### src/rtl/ks8_rr_sched.sv
// ---------------------------------------------------------------------------
// ks8_rr_sched
//
// Purpose:
//   Four requesters share one 8-bit Kogge-Stone adder. A round-robin arbiter
//   picks one valid requester per cycle and adds its operands. The 9-bit sum
//   goes into a single result slot. The slot is either EMPTY or FULL.
//   The slot accepts a new sum when it is empty, or when it is full and the
//   consumer takes the current result in the same cycle. This gives
//   back-to-back throughput.
//
// Optional feature:
//   KS8_SCHED_STATS_EN  - when defined, ops_count counts grants and saturates
//                         at all-ones. When undefined, ops_count is tied to 0
//                         and no counter flops exist.
//
// Ports:
//   clk        in   1      sole clock, rising edge
//   rst        in   1      asynchronous active-high reset
//   flush      in   1      synchronous clear of result slot and pointer
//   req_valid  in   4      per-requester operand valid
//   req_a      in   32     operand A, requester i on [8i+7:8i]
//   req_b      in   32     operand B, same packing
//   req_ready  out  4      one-hot grant (combinational)
//   res_valid  out  1      result slot holds a sum
//   res_sum    out  9      registered sum, carry in bit 8
//   res_id     out  2      requester that owns res_sum
//   res_ready  in   1      consumer accepts result
//   ops_count  out  CNT_W  accepted-operation count
// ---------------------------------------------------------------------------
module ks8_rr_sched #(
    parameter int CNT_W = 16
) (
    input  logic             clk,
    input  logic             rst,
    input  logic             flush,
    input  logic [3:0]       req_valid,
    input  logic [31:0]      req_a,
    input  logic [31:0]      req_b,
    output logic [3:0]       req_ready,
    output logic             res_valid,
    output logic [8:0]       res_sum,
    output logic [1:0]       res_id,
    input  logic             res_ready,
    output logic [CNT_W-1:0] ops_count
);

    typedef enum logic {
        EMPTY = 1'b0,
        FULL  = 1'b1
    } slot_state_t;

    slot_state_t state_reg, state_next;
    logic [1:0]  ptr_reg;
    logic [8:0]  sum_reg;
    logic [1:0]  id_reg;

    logic        slot_free;
    logic        grant_any;
    logic [1:0]  grant_idx;
    logic        grant_en;
    logic [7:0]  a_sel, b_sel;
    logic [8:0]  sum_ks;

    // -----------------------------------------------------------------------
    // Round-robin arbitration. The scan runs from the highest offset down to
    // offset 0. The last hit wins, so the first valid requester at or after
    // ptr_reg is chosen.
    // -----------------------------------------------------------------------
    always_comb begin
        grant_any = 1'b0;
        grant_idx = ptr_reg;
        for (int k = 3; k >= 0; k--) begin
            if (req_valid[ptr_reg + 2'(k)]) begin
                grant_any = 1'b1;
                grant_idx = ptr_reg + 2'(k);
            end
        end
    end

    assign slot_free = (state_reg == EMPTY) || res_ready;
    // rst is gated in explicitly. Otherwise the EMPTY slot would advertise a
    // grant while reset is held.
    assign grant_en  = grant_any && slot_free && !flush && !rst;
    assign req_ready = grant_en ? (4'b0001 << grant_idx) : 4'b0000;

    // Only the granted requester's operands reach the adder.
    assign a_sel = req_a[8*grant_idx +: 8];
    assign b_sel = req_b[8*grant_idx +: 8];

    // -----------------------------------------------------------------------
    // Kogge-Stone prefix adder. The prefix levels use spans of 1, 2 and 4.
    // g_l3[i] is the carry out of bit i. The carry-in is zero. Group
    // propagate terms are kept only where a later level consumes them.
    // -----------------------------------------------------------------------
    logic [7:0] g_l0, p_l0, g_l1, p_l1, g_l2, g_l3;
    logic [7:4] p_l2;

    assign g_l0 = a_sel & b_sel;
    assign p_l0 = a_sel ^ b_sel;

    generate
        for (genvar gi = 0; gi < 8; gi++) begin : g_lvl1
            if (gi >= 1) begin : g_comb
                assign g_l1[gi] = g_l0[gi] | (p_l0[gi] & g_l0[gi-1]);
                assign p_l1[gi] = p_l0[gi] & p_l0[gi-1];
            end else begin : g_pass
                assign g_l1[gi] = g_l0[gi];
                assign p_l1[gi] = p_l0[gi];
            end
        end

        for (genvar gi = 0; gi < 8; gi++) begin : g_lvl2
            if (gi >= 2) begin : g_comb
                assign g_l2[gi] = g_l1[gi] | (p_l1[gi] & g_l1[gi-2]);
            end else begin : g_pass
                assign g_l2[gi] = g_l1[gi];
            end
            if (gi >= 4) begin : g_prop
                assign p_l2[gi] = p_l1[gi] & p_l1[gi-2];
            end
        end

        for (genvar gi = 0; gi < 8; gi++) begin : g_lvl3
            if (gi >= 4) begin : g_comb
                assign g_l3[gi] = g_l2[gi] | (p_l2[gi] & g_l2[gi-4]);
            end else begin : g_pass
                assign g_l3[gi] = g_l2[gi];
            end
        end
    endgenerate

    assign sum_ks = {g_l3[7], p_l0 ^ {g_l3[6:0], 1'b0}};

    // -----------------------------------------------------------------------
    // Slot FSM
    // -----------------------------------------------------------------------
    always_ff @(posedge clk or posedge rst) begin
        if (rst) begin
            state_reg <= EMPTY;
        end else begin
            state_reg <= state_next;
        end
    end

    always_comb begin
        state_next = state_reg;
        if (flush) begin
            state_next = EMPTY;
        end else if (grant_en) begin
            state_next = FULL;
        end else if (state_reg == FULL && res_ready) begin
            state_next = EMPTY;
        end
    end

    // -----------------------------------------------------------------------
    // Result slot data and round-robin pointer
    // -----------------------------------------------------------------------
    always_ff @(posedge clk or posedge rst) begin
        if (rst) begin
            sum_reg <= 9'd0;
            id_reg  <= 2'd0;
            ptr_reg <= 2'd0;
        end else if (flush) begin
            sum_reg <= 9'd0;
            id_reg  <= 2'd0;
            ptr_reg <= 2'd0;
        end else if (grant_en) begin
            sum_reg <= sum_ks;
            id_reg  <= grant_idx;
            ptr_reg <= grant_idx + 2'd1;
        end
    end

    assign res_valid = (state_reg == FULL);
    assign res_sum   = sum_reg;
    assign res_id    = id_reg;

    // -----------------------------------------------------------------------
    // Optional grant counter. Flush does not affect it.
    // -----------------------------------------------------------------------
`ifdef KS8_SCHED_STATS_EN
    logic [CNT_W-1:0] cnt_reg;

    always_ff @(posedge clk or posedge rst) begin
        if (rst) begin
            cnt_reg <= '0;
        end else if (grant_en && (cnt_reg != {CNT_W{1'b1}})) begin
            cnt_reg <= cnt_reg + 1'b1;
        end
    end

    assign ops_count = cnt_reg;
`else
    assign ops_count = '0;
`endif

endmodule

### config.mk
export PLATFORM = sky130hd
export DESIGN_NAME = ks8_rr_sched
export DESIGN_NICKNAME = d
export VERILOG_FILES = /design/src/rtl/ks8_rr_sched.sv
export SDC_FILE = /design/constraint.sdc
export NUM_CORES = 1
export LEC_CHECK = 0
export ABC_CLOCK_PERIOD_IN_PS = 3400
export CORE_UTILIZATION = 35
export DETAILED_ROUTE_END_ITERATION = 10
export GPL_TIMING_DRIVEN = 1
export MAX_ROUTING_LAYER = met4
export PLACE_DENSITY = 0.76
export SYNTH_ARGS = -nofsm -noshare
export SYNTH_HDL_FRONTEND = slang
export SYNTH_SLANG_ARGS = --single-unit
### constraint.sdc
create_clock -name clk -period 3.4 [get_ports clk]
set_clock_uncertainty 0.05 [all_clocks]
set_input_delay 0.51 -clock clk [delete_from_list [all_inputs] [get_ports clk]]
set_output_delay 0.51 -clock clk [all_outputs]
set_load 0.005 [all_outputs]
Yosys cells after proc, flatten, opt, wreduce, memory -nomap -nowiden
Cells that the tools add are included.
{"block": "totals", "out_inout_bits": 32, "register_bits": 14, "in_bits": 72}
{"block": "op_classes", "n_reduce_logical": 9, "order_cmp": 4, "n_mux": 26, "n_addsub": 4, "bitwise": 48, "n_shift": 3}
{"cell": "32-bit by 6-bit indexed part select with 8-bit output", "count": 2}
{"cell": "1-bit bitwise AND", "count": 27}
{"cell": "9-bit 2-to-1 mux", "count": 2}
{"cell": "1-bit bitwise OR", "count": 17}
{"cell": "2-bit 2-to-1 mux", "count": 8}
{"cell": "8-bit bitwise XOR", "count": 2}
{"cell": "2-bit by 3-bit < comparator with 1-bit output (second input constant)", "count": 4}
{"cell": "1-bit 2-to-1 mux", "count": 11}
{"cell": "8-bit bitwise AND", "count": 1}
{"cell": "1-bit binary-select mux with 2-bit select", "count": 4}
{"cell": "2-bit by 1-bit adder with 2-bit output (second input constant)", "count": 2}
{"cell": "2-bit adder (second input constant)", "count": 2}
{"cell": "1-bit logical AND", "count": 4}
{"cell": "4-bit 2-to-1 mux", "count": 1}
{"cell": "1-bit by 2-bit left shift with 4-bit output (first input constant)", "count": 1}
{"cell": "3-bit nonzero test", "count": 1}
{"cell": "1-bit zero test", "count": 2}
{"cell": "2-bit nonzero test", "count": 1}
{"cell": "1-bit logical OR", "count": 1}
{"cell": "1-bit NOT", "count": 1}

Logic depth before layout (Yosys ltp)
{"block": "depth", "word_depth": 17, "mapped_depth": 15, "mapped_depth_nobuf": 13}

Worst setup path before layout
Ideal clock, no wire load.
{"block": "synth_path", "kind": "input -> register", "startpoint": "input req_valid[0]", "endpoint": "register sum_reg[6], in the netlist res_sum[6]", "arrival_time_ns": 2.866, "path_buffers": 2, "path_stages": 15, "setup_slack_ns": 0.339, "t_required_ns": 3.205, "cell_sequence": "nor2b_1 > nor4_1 > or2_1 > buf_6 > inv_6 > buf_6 > nand2_1 > a32oi_1 > ha_1 > fa_1 > a21o_1 > a31oi_1 > nand2b_1 > a211oi_1 > o31ai_1"}
{"block": "synth_via", "elab_chain_cells": 16, "elab_cells_between_ends": 40, "cone_classes": "shift (2); mux (18); bitwise (16); reduce/logical (4)"}
{"item": "from (decl)", "line_no": "37", "rtl": "input logic [3:0] req_valid,"}
{"item": "1-bit binary-select mux with 2-bit select", "line_no": "74", "rtl": "if (req_valid[ptr_reg + 2'(k)]) begin"}
{"item": "1-bit 2-to-1 mux (not written as such)", "line_no": "74"}
{"item": "2-bit 2-to-1 mux (4 in series)", "line_no": "74"}
{"item": "32-bit by 6-bit indexed part select with 8-bit output (on tied branches)", "line_no": "88, 89"}
{"item": "8-bit bitwise XOR or 8-bit bitwise AND (tied branches)", "line_no": "100, 99"}
{"item": "1-bit bitwise AND", "line_no": "105", "rtl": "assign g_l1[gi] = g_l0[gi] | (p_l0[gi] & g_l0[gi-1]);"}
{"item": "1-bit bitwise OR", "line_no": "105"}
{"item": "1-bit bitwise AND", "line_no": "115", "rtl": "assign g_l2[gi] = g_l1[gi] | (p_l1[gi] & g_l1[gi-2]);"}
{"item": "1-bit bitwise OR", "line_no": "115"}
{"item": "1-bit bitwise OR", "line_no": "126", "rtl": "assign g_l3[gi] = g_l2[gi] | (p_l2[gi] & g_l2[gi-4]);"}
{"item": "8-bit bitwise XOR", "line_no": "133", "rtl": "assign sum_ks = {g_l3[7], p_l0 ^ {g_l3[6:0], 1'b0}};"}
{"item": "9-bit 2-to-1 mux", "line_no": "169", "rtl": "end else if (grant_en) begin"}
{"item": "9-bit 2-to-1 mux", "line_no": "165", "rtl": "end else if (flush) begin"}
{"item": "to (signal assigned)", "line_no": "170", "rtl": "sum_reg <= sum_ks;"}
{"item": "to (decl)", "line_no": "55", "rtl": "logic [8:0] sum_reg;"}
Several ways; a longest one is shown, not always the timed one. The select of a mux whose other input is x is not followed.
A chain may end at the register's enable or synchronous reset.

Worst setup path in the final report
{"block": "layout_path", "startpoint": "input req_valid[1]", "endpoint": "output req_ready[3]"}
{"block": "layout_via", "elab_chain_cells": 10, "elab_cells_between_ends": 21, "cone_classes": "shift (1); mux (17); reduce/logical (3)"}
{"item": "1-bit binary-select mux with 2-bit select", "line_no": "74"}
{"item": "1-bit 2-to-1 mux (not written as such)", "line_no": "74"}
{"item": "1-bit 2-to-1 mux (4 in series)", "line_no": "74"}
{"item": "1-bit logical AND (3 in series)", "line_no": "84", "rtl": "assign grant_en = grant_any && slot_free && !flush && !rst;"}
{"item": "4-bit 2-to-1 mux *", "line_no": "85", "rtl": "assign req_ready = grant_en ? (4'b0001 << grant_idx) : 4'b0000;"}
{"item": "to (decl)", "line_no": "40", "rtl": "output logic [3:0] req_ready,"}
Every way passes the cells marked *; elsewhere a longest branch is shown, timed or not. The select of a mux whose other input is x is not followed.

==> run metrics <==
FMAX=315 MHz; Nets=425; kind of critical path=primary input to output pin; drt wl/cell=12.7 um; ANT nets after route=0; share of post-route cells with drive strength above 1=19.5%; switching share of total power=39.2%; critical-path cell list=clkdlybuf4s50_1 -> buf_4 -> inv_1 -> a21oi_1 -> o211ai_4 -> buf_4 -> inv_1 -> ha_1 -> and2_1 -> clkdlybuf4s50_1; Final setup violation count=0; Max Slew Vio Count=0; vias per cell=4.93; Period Utilization, post-route=93.3%; drt total wl=5150 um; mean post-synth cell area=7.67 sq um; Yosys Warn Count=0; Die Area=5170 sq um; top sig layer=met4; grt total ovfl=0; max incr delay on CP=0.50 ns; I/O Buffers=87; largest area contributor in the netlist=dfrtp_1; Hold Path Class=flop to flop; post-synthesis adder-cell area fraction=9.95%; clock network power share=9.9%; Synth async-reset ratio=100%; max reg flops=9; worst-margin pin slew=0.504 ns; Slowest-stage cell, CP=clkdlybuf4s50_1; worst rel slew slack=66.4%; WL met1=2090 um; status=finished, final reports clean; Iter 0 DRT Violations=67; TritonCTS clock tree=done; initial antenna violation count=0; Crit path buffers/inverters=6; core box area=4720 sq um; fill count=415; Logic pwr share=72.3%; ranking of synthesized cells by area=dfrtp_1 20%, nand2_1 13%, ha_1 8.8%; met2 wire length=2730 um; Max IR drop VDD=180 uV; post-synthesis sequential area ratio=20.5%; hold buffers post-CTS=0; later-pin clock latency in the skew report=0.24 ns; largest family of logic cells by synthesized area=compound AO/OA/AOI/OAI gates; worst hold slack=0.456 ns; sequential share of power=17.8%; delay-heaviest family, CP=buffers and inverters; largest net degree at the start of global routing=20; diode count=0; NetSw=0.000529 W; CTS Root Cell=clkbuf_8; area grow syn2layout=69.8%; required time of the critical path=2.84 ns; number of global-route vias before repair=1,777; fraction of synthesized area in multiplexers=0%; final period demand of the worst path=3.17 ns; Power Density=464 nW/um^2; CTS max path bufs=2; most frequent cells after synthesis=57 x nand2_1, 16 x a32oi_1, 16 x buf_4, 16 x o21ai_0, 14 x dfrtp_1; crit path max fanout=5; Leak=1.27 nW; critical path startpoint category=primary input; compound-gate portion of the synthesized area=30.3%; top-count cell post-synth=nand2_1; Gate Count Post-Synth=223; area post-placement=2780 sq um; clk sink count=14; CP endpoint kind=output pin; max cap viols=0; CTS clk-pin slew, worst paths=0.05 ns; router iterations before antenna repair=4; fin area=2900 sq um; H-tree levels=1; FF/Latch Area=350 sq um; WL met3=295 um; cell area after synthesis=1710 sq um; FF+latch count, synth=14; total track usage=19.7%; post-synth top area share=20.5%; RSZ-0062 raised after global routing=no; Synth Area in Simple Gates=21.7%; IO Pins=104; post-DP HPWL=4100 um; Post-Synth XOR/XNOR Area=1.54%; die height=71.9 um; Multi-input gate area=1210 sq um; DR vias=1,996; most common flop cell mapped by yosys=dfrtp_1; Hold Vio Cnt, Final=0; first-pass GRT wire length=7880 um; critical path arrival=2.61 ns; RD Place Congestion=0.819; residual DRC count=0; row cnt=25; post-synthesis cell type count=41; Die X-Extent=71.9 um; initial core utilization=36.2%; Internal Power=0.000820 W; Post-synth EDFFs=0; cts bufs inserted=3
-- power groups by stage --
stage | Clock [W] | Combinational, W | Sequential (W)
global placement | 0 | 0.000894 | 0.000243
global route | 0.000142 | 0.00108 | 0.000247
CTS | 0.000134 | 0.000926 | 0.000241
detailed placement | 0 | 0.000907 | 0.000242
floorplan | 0 | 0.000507 | 0.000239
finish | 0.000133 | 0.000975 | 0.000241
-- stage by stage --
step	setup WS (ns)	setup TNS, ns	util (%)	total power, W	std cells
2_1_floorplan	0.339	0	-	0.000746	238
3_3_place_gp	-0.245	-0.906	58.8	0.00114	400
3_5_place_dp	-0.323	-1.20	58.8	0.00115	400
4_1_cts	0.0311	0	59.9	0.00130	403
5_1_grt	0.0865	0	61.5	0.00147	405
6_report	0.229	0	61.5	0.00135	405
-- cell families after synthesis --
family,Yosys count
compound gates,71
xor+xnor,3
fa+ha+maj,13
buf+inv,35
flops,14
other cells,1
simple gates,86
-- path summary, 6_finish.rpt --
| kind | from | to | slack (ns) | cells after the start |
|---|---|---|---|---|
| setup reg to reg | ptr_reg[1] | res_sum[6] | 0.45 | 14 |
| hold reg to reg | res_sum[2] | res_sum[2] | 0.46 | 2 |
| max in group asynchronous | rst | res_id[0] | 2.38 | 2 |
| min in group asynchronous | rst | res_sum[0] | 0.58 | 2 |
| hold / removal | res_sum[2] | res_sum[2] | 0.46 | 2 |
| setup / recovery | req_valid[1] | req_ready[3] | 0.23 | 10 |
-- final cells by class --
cell class / count / area share, %
clock buffers: 3 / 1.42
inverters: 6 / 0.948
multi-input cells: 189 / 41.6
flip-flops and latches: 14 / 12.1
well taps: 67 / 2.89
repair buffers: 126 / 41.1
-- layer usage --
metal	vias to the layer above	track usage [%]
met5	-	-
met4	0	2.83
met3	5	3.61
met2	63	34.3
met1	938	24.4
li1	990	-
-- worst reg2reg max path, delay by kind of cell, from the launching register on --
family | cells | cell delay [ns]
flip-flops | 1 | 0.45
buffers and inverters | 2 | 0.29
AND/OR/NAND/NOR | 5 | 0.73
adder cells (fa/ha/maj) | 2 | 0.58
AO/OA/AOI/OAI | 5 | 0.73
-- repair_timing --
item                                   CTS  global route
endpoints found under the hold margin    0             0
gates resized for setup                  4            16
pin swaps                                1             2
buffers inserted                         0             2
setup endpoints to repair                2             8
-- layout by cell type, fill, tap and decap left out, types with 5 or more instances in the layout --
master / netlist / final
a21oi_1: 10 / 9
nand2_1: 57 / 57
nand3_1: 8 / 8
nor2_1: 6 / 6
dfrtp_1: 14 / 14
clkdlybuf4s50_1: 0 / 83
a32oi_1: 16 / 14
o21ai_0: 16 / 13
conb_1: 1 / 16
ha_1: 12 / 11
a21oi_2: 12 / 13
inv_1: 5 / 5
and2_1: 5 / 5
buf_4: 16 / 35
Note: power is estimated with default switching activity, not from simulation.
